===== config.mk =====
export PLATFORM = sky130hd
export DESIGN_NAME = encoder_window_ctrl
export DESIGN_NICKNAME = d
export VERILOG_FILES = /design/src/rtl/enc_ctrl_pkg.sv /design/src/rtl/encoder_edge_sync.sv /design/src/rtl/encoder_window_ctrl.sv
export SDC_FILE = /design/constraint.sdc
export NUM_CORES = 1
export LEC_CHECK = 0
export BUFFER_PORTS_ARGS = -buffer_cell sky130_fd_sc_hd__buf_2
export CORE_MARGIN = 1.5
export CORE_UTILIZATION = 52
export DETAILED_ROUTE_END_ITERATION = 7
export PLACE_DENSITY = 0.81
export REMOVE_ABC_BUFFERS = 1
export SLEW_MARGIN = 15
export SYNTH_ARGS = -nofsm -noshare
export SYNTH_HDL_FRONTEND = slang
export SYNTH_HIERARCHICAL = 1
export SYNTH_SLANG_ARGS = --single-unit

===== constraint.sdc =====
create_clock -name clk -period 1.97 [get_ports clk]
set_input_delay 0.394 -clock clk [delete_from_list [all_inputs] [get_ports clk]]
set_output_delay 0.394 -clock clk [all_outputs]
set_load 0.01 [all_outputs]

===== src/rtl/enc_ctrl_pkg.sv =====
// Shared state encoding and default sizes for the encoder window controller.
package enc_ctrl_pkg;

    localparam int ENC_TICK_W_DEF = 10;
    localparam int ENC_WIN_W_DEF  = 16;
    localparam int ENC_SYNC_DEPTH = 2;

    typedef enum logic [1:0] {
        ST_IDLE  = 2'd0,
        ST_RUN   = 2'd1,
        ST_DRAIN = 2'd2
    } enc_state_e;

endpackage


===== src/rtl/encoder_edge_sync.sv =====
// Brings one asynchronous encoder pin into the clk domain and flags its rising edges.
module encoder_edge_sync
    import enc_ctrl_pkg::*;
(
    input  logic clk,
    input  logic rst,
    input  logic pin,
    output logic level,
    output logic rise
);

    logic [ENC_SYNC_DEPTH-1:0] sync_q, sync_d;
    logic                      prev_q, prev_d;

    always_comb begin
        sync_d = {sync_q[ENC_SYNC_DEPTH-2:0], pin};
        prev_d = sync_q[ENC_SYNC_DEPTH-1];
    end

    always_ff @(posedge clk or posedge rst) begin
        if (rst) begin
            sync_q <= '0;
            prev_q <= 1'b0;
        end else begin
            sync_q <= sync_d;
            prev_q <= prev_d;
        end
    end

    // Level and edge are both taken from the last synchronizer stage so they stay aligned.
    assign level = sync_q[ENC_SYNC_DEPTH-1];
    assign rise  = level & ~prev_q;

endmodule


===== src/rtl/encoder_window_ctrl.sv =====
// Counts encoder edges over repeating windows of window_len clk cycles and publishes each total.
// Define ENC_QUAD_DIR_EN for signed x1 quadrature counting with direction from channel B.
module encoder_window_ctrl
    import enc_ctrl_pkg::*;
#(
    parameter int TICK_W = ENC_TICK_W_DEF,
    parameter int WIN_W  = ENC_WIN_W_DEF
) (
    input  logic              clk,
    input  logic              rst,
    input  logic              enc_a,
    input  logic              enc_b,
    input  logic [WIN_W-1:0]  window_len,
    input  logic              start,
    input  logic              stop,
    input  logic              sample_ack,
    output logic [TICK_W-1:0] ticks,
    output logic              sample_valid,
    output logic              ovf,
    output logic              overrun,
    output logic              busy,
    output logic              dir
);

    localparam logic [TICK_W-1:0] CNT_ONE = TICK_W'(1);
    localparam logic [WIN_W-1:0]  WIN_ONE = WIN_W'(1);
`ifdef ENC_QUAD_DIR_EN
    localparam logic [TICK_W-1:0] CNT_HI = {1'b0, {(TICK_W-1){1'b1}}};
    localparam logic [TICK_W-1:0] CNT_LO = {1'b1, {(TICK_W-1){1'b0}}};
`else
    localparam logic [TICK_W-1:0] CNT_HI = '1;
`endif

    // Saturating steps return {hit_limit, next_count}.
    function automatic logic [TICK_W:0] sat_inc(input logic [TICK_W-1:0] cnt,
                                                input logic [TICK_W-1:0] lim);
        return (cnt == lim) ? {1'b1, cnt} : {1'b0, cnt + CNT_ONE};
    endfunction

`ifdef ENC_QUAD_DIR_EN
    function automatic logic [TICK_W:0] sat_dec(input logic [TICK_W-1:0] cnt,
                                                input logic [TICK_W-1:0] lim);
        return (cnt == lim) ? {1'b1, cnt} : {1'b0, cnt - CNT_ONE};
    endfunction
`endif

    logic a_rise;
    logic a_level_unused;

    encoder_edge_sync u_sync_a (
        .clk   (clk),
        .rst   (rst),
        .pin   (enc_a),
        .level (a_level_unused),
        .rise  (a_rise)
    );

`ifdef ENC_QUAD_DIR_EN
    logic b_level;
    logic b_rise_unused;

    encoder_edge_sync u_sync_b (
        .clk   (clk),
        .rst   (rst),
        .pin   (enc_b),
        .level (b_level),
        .rise  (b_rise_unused)
    );
`else
    logic enc_b_unused;
    assign enc_b_unused = enc_b;
`endif

    enc_state_e        state_q, state_d;
    logic [WIN_W-1:0]  win_q, win_d;
    logic [TICK_W-1:0] cnt_q, cnt_d;
    logic              sat_q, sat_d;
    logic [TICK_W-1:0] ticks_q, ticks_d;
    logic              ovf_q, ovf_d;
    logic              valid_q, valid_d;
    logic              overrun_q, overrun_d;
    logic              dir_q, dir_d;

    logic [WIN_W-1:0]  win_reload;
    logic [TICK_W:0]   step;
    logic [TICK_W-1:0] cnt_nx;
    logic              sat_nx;
    logic              pub_dir;
    logic              publish;

    // A zero-length window behaves as a one-cycle window.
    assign win_reload = (window_len == '0) ? '0 : window_len - WIN_ONE;

    always_comb begin
        step = {1'b0, cnt_q};
        if (a_rise) begin
`ifdef ENC_QUAD_DIR_EN
            step = b_level ? sat_dec(cnt_q, CNT_LO) : sat_inc(cnt_q, CNT_HI);
`else
            step = sat_inc(cnt_q, CNT_HI);
`endif
        end
        cnt_nx = step[TICK_W-1:0];
        sat_nx = sat_q | step[TICK_W];
`ifdef ENC_QUAD_DIR_EN
        pub_dir = cnt_nx[TICK_W-1];
`else
        pub_dir = 1'b0;
`endif
    end

    always_comb begin
        state_d   = state_q;
        win_d     = win_q;
        cnt_d     = cnt_q;
        sat_d     = sat_q;
        ticks_d   = ticks_q;
        ovf_d     = ovf_q;
        valid_d   = valid_q;
        overrun_d = overrun_q;
        dir_d     = dir_q;
        publish   = 1'b0;

        case (state_q)
            ST_IDLE: begin
                cnt_d = '0;
                sat_d = 1'b0;
                win_d = '0;
                if (start && !stop) begin
                    state_d = ST_RUN;
                    win_d   = win_reload;
                end
            end
            ST_RUN, ST_DRAIN: begin
                cnt_d = cnt_nx;
                sat_d = sat_nx;
                if (win_q == '0) begin
                    // Terminal cycle: this cycle's edge lands in the published total.
                    publish = 1'b1;
                    cnt_d   = '0;
                    sat_d   = 1'b0;
                    win_d   = win_reload;
                    if (state_q == ST_DRAIN || stop) begin
                        state_d = ST_IDLE;
                    end
                end else begin
                    win_d = win_q - WIN_ONE;
                    if (state_q == ST_RUN && stop) begin
                        state_d = ST_DRAIN;
                    end
                end
            end
            default: begin
                state_d = ST_IDLE;
            end
        endcase

        if (publish) begin
            ticks_d = cnt_nx;
            ovf_d   = sat_nx;
            dir_d   = pub_dir;
            valid_d = 1'b1;
            if (valid_q && !sample_ack) begin
                overrun_d = 1'b1;
            end
        end else if (sample_ack) begin
            valid_d = 1'b0;
        end
    end

    always_ff @(posedge clk or posedge rst) begin
        if (rst) begin
            state_q   <= ST_IDLE;
            win_q     <= '0;
            cnt_q     <= '0;
            sat_q     <= 1'b0;
            ticks_q   <= '0;
            ovf_q     <= 1'b0;
            valid_q   <= 1'b0;
            overrun_q <= 1'b0;
            dir_q     <= 1'b0;
        end else begin
            state_q   <= state_d;
            win_q     <= win_d;
            cnt_q     <= cnt_d;
            sat_q     <= sat_d;
            ticks_q   <= ticks_d;
            ovf_q     <= ovf_d;
            valid_q   <= valid_d;
            overrun_q <= overrun_d;
            dir_q     <= dir_d;
        end
    end

    assign ticks        = ticks_q;
    assign sample_valid = valid_q;
    assign ovf          = ovf_q;
    assign overrun      = overrun_q;
    assign busy         = (state_q != ST_IDLE);
    assign dir          = dir_q;

endmodule


==> qor.csv, run 1 <==
metric;value;unit
grt_usage;0.249;
finalCriticalPeriod;1930;ps
hold_slack;197;ps
grt_start_max_net_pins;43;
syn-cell-area;0.00290;sq mm
die_x;77.7;um
powerDensity;1220;mW/mm^2
clk_path_buf_depth;2;
grt_pass1_vias;2771;
nFillCells;463;
cp.required;2190;ps
worst_pin_slew;592;ps
core-area;0.00544;sq mm
synth-edff-count;0;
wl_per_cell;14.9;um
setup_viol;0;
fin_crit_sh;0.978;
cts_made_buffers;5;
grt_overflow;0;
synth_cell_types;65;
firstDrtPassIters;4;
tns;0;ps
cts_sinks;45;
setup_ws;43.9;ps
antenna_found_initial;0;
cap_violations;0;
synthFlopType;dfrtp_1;
syn_inst;328;
io_buffers;35;
yosysMostFrequentCell;dfrtp_1;
synthTopCellsByCount;dfrtp_1, nand2_1, nand3_1;
irDropWorstVdd;444;uV
clk_latency;300;ps
yosys.area.top_type_share;0.388;
drc;0;
die_h;77.7;um
finalMaxSlewViolations;0;
outcome;finished, final reports clean;
finClkSkew;5.00;ps
nets;438;
die_area;0.00603;sq mm
async_reset_ff_frac;1.00;
cellLeakagePower;0.00174;uW
clkSlewWorstSetupHoldPaths;80;ps
yosys.area.top_type;dfrtp_1;
fmax;519;MHz
gp_congestion;0.895;
dpl.hpwl;5320;um
drt_wl_total;7170;um
seq_area_frac_synth;0.388;
synthTopCellsByArea;dfrtp_1, nand2_1, ha_1;
cts_root_buf;clkbuf_8;
slew-limit-headroom;0.601;
startpoint_type;flop;
syn_to_final_growth;27.0;%
crit_type;flop to flop;
cts_tree;done;
vias_per_cell;5.88;
ant_nets;0;
vias;2824;
yosysWarnings;6;
rows;27;
avgSynthCellArea;8.84;sq um
path_max_fanout;7;
htreeDepth;2;
grt_first_pass_wirelength;12100;um
synth-seq-cells;45;
dp_slack;-386;ps
antennaDiodeCount;0;
hold_class;input pin to flop;
worst_setup_path_end_kind;flop;
drtIter0Drc;151;
drive_gt1_frac;0.299;
hold_viol_final;0;
arrival;2140;ps
io_pins;38;
start_util;0.533;
[path summary, 6_finish.rpt]
| kind | from | to | slack (ps) | cells past startpoint |
|---|---|---|---|---|
| worst max-delay path | win_q[2] | win_q[2] | 40 | 6 |
| worst min-delay path | enc_a | u_sync_a/sync_q[0] | 200 | 1 |
| worst max register to register | win_q[2] | win_q[2] | 40 | 6 |
| worst min register to register | u_sync_a/sync_q[0] | u_sync_a/sync_q[1] | 350 | 0 |
| max in group asynchronous | rst | overrun | 810 | 4 |
| min in group asynchronous | rst | u_sync_a/prev_q | 510 | 3 |
[power by group]
part | switching (uW) | internal, uW
sequential | 223 | 1120
clock | 307 | 317
combinational | 1350 | 1180
total | 1880 | 2620
[flip-flops by register name (all words and copies together) (netlist names)]
name and flops:
ticks 10, u_sync_a/sync_q 2, sat_q 1, sample_valid 1, cnt_q 10, win_q 16
u_sync_a/prev_q 1, state_q 2, ovf 1, overrun 1
[stage by stage]
step	total power, uW	util	std cells	instance area, sq um
5_1_grt	4830	0.677	480	3680
3_5_place_dp	3740	0.644	470	3500
2_1_floorplan	2700	-	307	2800
4_1_cts	4380	0.666	479	3620
3_3_place_gp	3640	0.644	470	3500
6_report	4500	0.677	480	3680
[cells by family (layout without fill, tap and decap cells)]
logic type,count (synthesis),after routing,share of synthesized area
other cells,1,1,0.00129
simple gates,126,126,0.240
flops,45,45,0.388
mux,4,4,0.0142
compound gates,89,89,0.217
fa+ha+maj,8,8,0.0345
buf+inv,39,119,0.0565
xor+xnor,16,16,0.0483
[worst max-delay path, stage by stage, from the launching register on]
cell,delay (ps)
dfrtp_1,430
nor4_4,370
and3_4,300
a21o_1,270
buf_4,200
nand3_1,90
a2bb2oi_1,190
[per-layer routing]
metal  track usage  up-vias  share of wire
li1              -     1379              -
met1         0.286     1346           0.41
met2         0.450       82           0.52
met3        0.0435       17          0.045
met4         0.105        0          0.026
met5             0        -              0
[cells in the final DEF (no fill, tap or decap), types with 8 or more instances in the layout]
cell type / n
a21oi_1: 15
buf_2: 35
buf_4: 56
dfrtp_1: 45
ha_1: 8
inv_1: 18
nand2_1: 32
nand3_1: 18
nor2_1: 15
nor3_1: 9
o21ai_0: 15
xor2_1: 11
[area by class of cell]
class | count | area, sq um | share of cell area
flip-flops and latches | 45 | 1130 | 0.306
well taps | 72 | 90.1 | 0.0245
clock inverters | 1 | 5.00 | 0.00136
multi-input cells | 244 | 1670 | 0.454
clock buffers | 7 | 96.3 | 0.0262
repair buffers | 93 | 626 | 0.170
inverters | 18 | 67.6 | 0.0183
[repair_timing]
item | in CTS | in global routing
setup endpoints to repair | 15 | 21
pin swaps | 0 | 1
endpoints found under the hold margin | 3 | 0
resized for setup | 4 | 12
hold buffers | 1 | 0
buffers inserted | 0 | 1
Power figures use the tool's default switching activity.
==> inputs of run 2 (changes only) <==
- CORE_UTILIZATION: 52 -> 54
- CTS_BUF_LIST: not set -> sky130_fd_sc_hd__clkbuf_8
- PLACE_DENSITY: 0.81 -> 0.83
==> run 2 against run 1 <==
Effect of this change:
- clock power down 5.1%
- register-to-register slack improved by 40 ps
- critical path depth rose by 1
- first-iteration DRC count increased by 21%
- clock skew increased by 6.8 ps
- setup slack better by 35 ps
- clock-buffer cell count decreased by 2
- global-route usage increased by 2.2 points
- routed wire length rose by 2.5%
- via count is 1.3% higher
- combinational power is 2% higher
==> qor.csv, run 2 (synthesis gave the netlist of run 1 again) <==
metric;value;unit
outcome;finished, final reports clean;
cts_tree;done;
grt_start_max_net_pins;43;
rrSetupSlack;80;ps
min_path_cells;1;
antennaDiodeCount;0;
slowest_stage;or4_1;
core-area;0.00514;sq mm
holdPathEnd;u_sync_a/sync_q[0];
vias;2862;
drtIter0Drc;182;
start_util;0.564;
drt_wl_total;7350;um
io_buffers;35;
cts_made_buffers;5;
cellLeakagePower;0.00174;uW
finClkSkew;11.8;ps
fin_cells;480;
clk_path_buf_depth;2;
post_cts_buffers;0;
startpoint;window_len[0];
ant_nets;0;
numPlacedInstances;471;
worstHoldStart;enc_a;
fmax;529;MHz
finalMaxSlewViolations;0;
critPathMaxStageDelay;540;ps
internal_power;2580;uW
cp_top_family;simple AND/OR/NAND/NOR gates;
largest-register;win_q;
antenna_found_initial;0;
worst_setup_path_end_kind;flop;
grt_usage;0.271;
htreeDepth;2;
clkSlewWorstSetupHoldPaths;90;ps
cp.required;2160;ps
critPathBufInv;2;
switching_share;0.426;
power_frac_clock;0.132;
largest_reg_flops;16;
clk_latency;310;ps
finalCriticalPeriod;1890;ps
p_comb_frac;0.571;
die_area;0.00582;sq mm
cts_root_buf;clkbuf_8;
arrival;2080;ps
crit_type;input pin to flop;
path_max_fanout;4;
die_x;76.3;um
r2r-start;win_q[0];
worst_pin_slew;543;ps
hold_viol_final;0;
setup_viol;0;
dp_slack;-352;ps
vias_per_cell;5.96;
rr_endpoint;win_q[0];
nets;440;
drc;0;
wl_per_cell;15.3;um
dpl.hpwl;5460;um
crit_path_cell_trace;buf_2 -> buf_4 -> or4_1 -> nor4_1 -> xor2_1 -> and3_1 -> o32a_1;
hold_class;input pin to flop;
die_h;76.3;um
setup_ws;79.2;ps
drive_gt1_frac;0.305;
switchingPower;1910;uW
final_common_cell;buf_4;
final_cell_mix;buf_4, dfrtp_1, buf_2;
finalInstanceArea;0.00369;sq mm
gp_congestion;0.914;
rows;26;
fin_crit_sh;0.960;
place_area;0.00352;sq mm
power;4490;uW
slew-limit-headroom;0.638;
grt_pass1_vias;2919;
rsz0062_at_grt;true;
powerDensity;1220;mW/mm^2
cap_violations;0;
hold_slack;192;ps
rr_worst_depth;8;
grt_overflow;0;
firstDrtPassIters;4;
cts_sinks;45;
syn_to_final_growth;27.3;%
seqPwrFrac;0.297;
grt_first_pass_wirelength;12800;um
irDropWorstVdd;481;uV
io_pins;38;
startpoint_type;input pin;
run 2: cell count changes in the layout (fill, tap and decap cells not counted), moves of 2 or more:
cell / previous run / this run
o311ai_1: 0 / 2
clkbuf_8: 7 / 5
a211oi_2: 2 / 0
o311ai_0: 5 / 3
run 2: worst max path at each step:
stage / end / cells past startpoint / slack, ps
2_1_floorplan: win_q[9] / 6 / -310
3_3_place_gp: win_q[7] / 8 / -300
3_5_place_dp: win_q[7] / 8 / -350
4_1_cts: win_q[10] / 7 / 0.4
5_1_grt: win_q[6] / 6 / -50
6_report: win_q[7] / 7 / 80
run 2: worst register-to-register path: stages (launching register included):
cell     delay, ps
dfrtp_1        350
inv_1           70
ha_1           220
and3_4         190
buf_4          160
a21o_2         280
buf_4          170
or3_1          300
nand3_1         90
run 2: power groups by stage:
stage	logic [uW]	clock network, uW	registers (uW)
final	2570	592	1330
after global placement	2320	0	1310
after global routing	2840	641	1360
after CTS	2450	598	1310
after floorplan	1380	0	1320
after detailed placement	2420	0	1320
run 2: metal layers:
metal	track usage	up-vias	routed length, um
li1	-	1381	-
met1	0.302	1369	2870
met2	0.489	94	3950
met3	0.0515	18	319
met4	0.137	0	213
met5	0	-	0
run 2: timing repair:
| item | CTS | global route |
|---|---|---|
| endpoints found under the setup margin | 3 | 25 |
| pin swaps | 0 | 2 |
| endpoints found under the hold margin | 3 | 0 |
| hold buffers | 1 | 0 |
| resized for setup | 4 | 16 |
run 2: area by class of cell:
| type | instances | area [sq um] |
|---|---|---|
| clock buffers | 5 | 68.8 |
| clock inverters | 3 | 21.3 |
| fillers | 419 | 1450 |
| inverters | 18 | 67.6 |
| multi-input cells | 244 | 1670 |
| flip-flops and latches | 45 | 1130 |
| well taps | 70 | 87.6 |
| repair buffers | 95 | 644 |
run 2: stage by stage:
step	utilization	TNS, ps
floorplan	-	-3800
global placement	0.685	-3240
detailed placement	0.685	-3980
CTS	0.706	0
global route	0.718	-66.0
finish	0.718	0
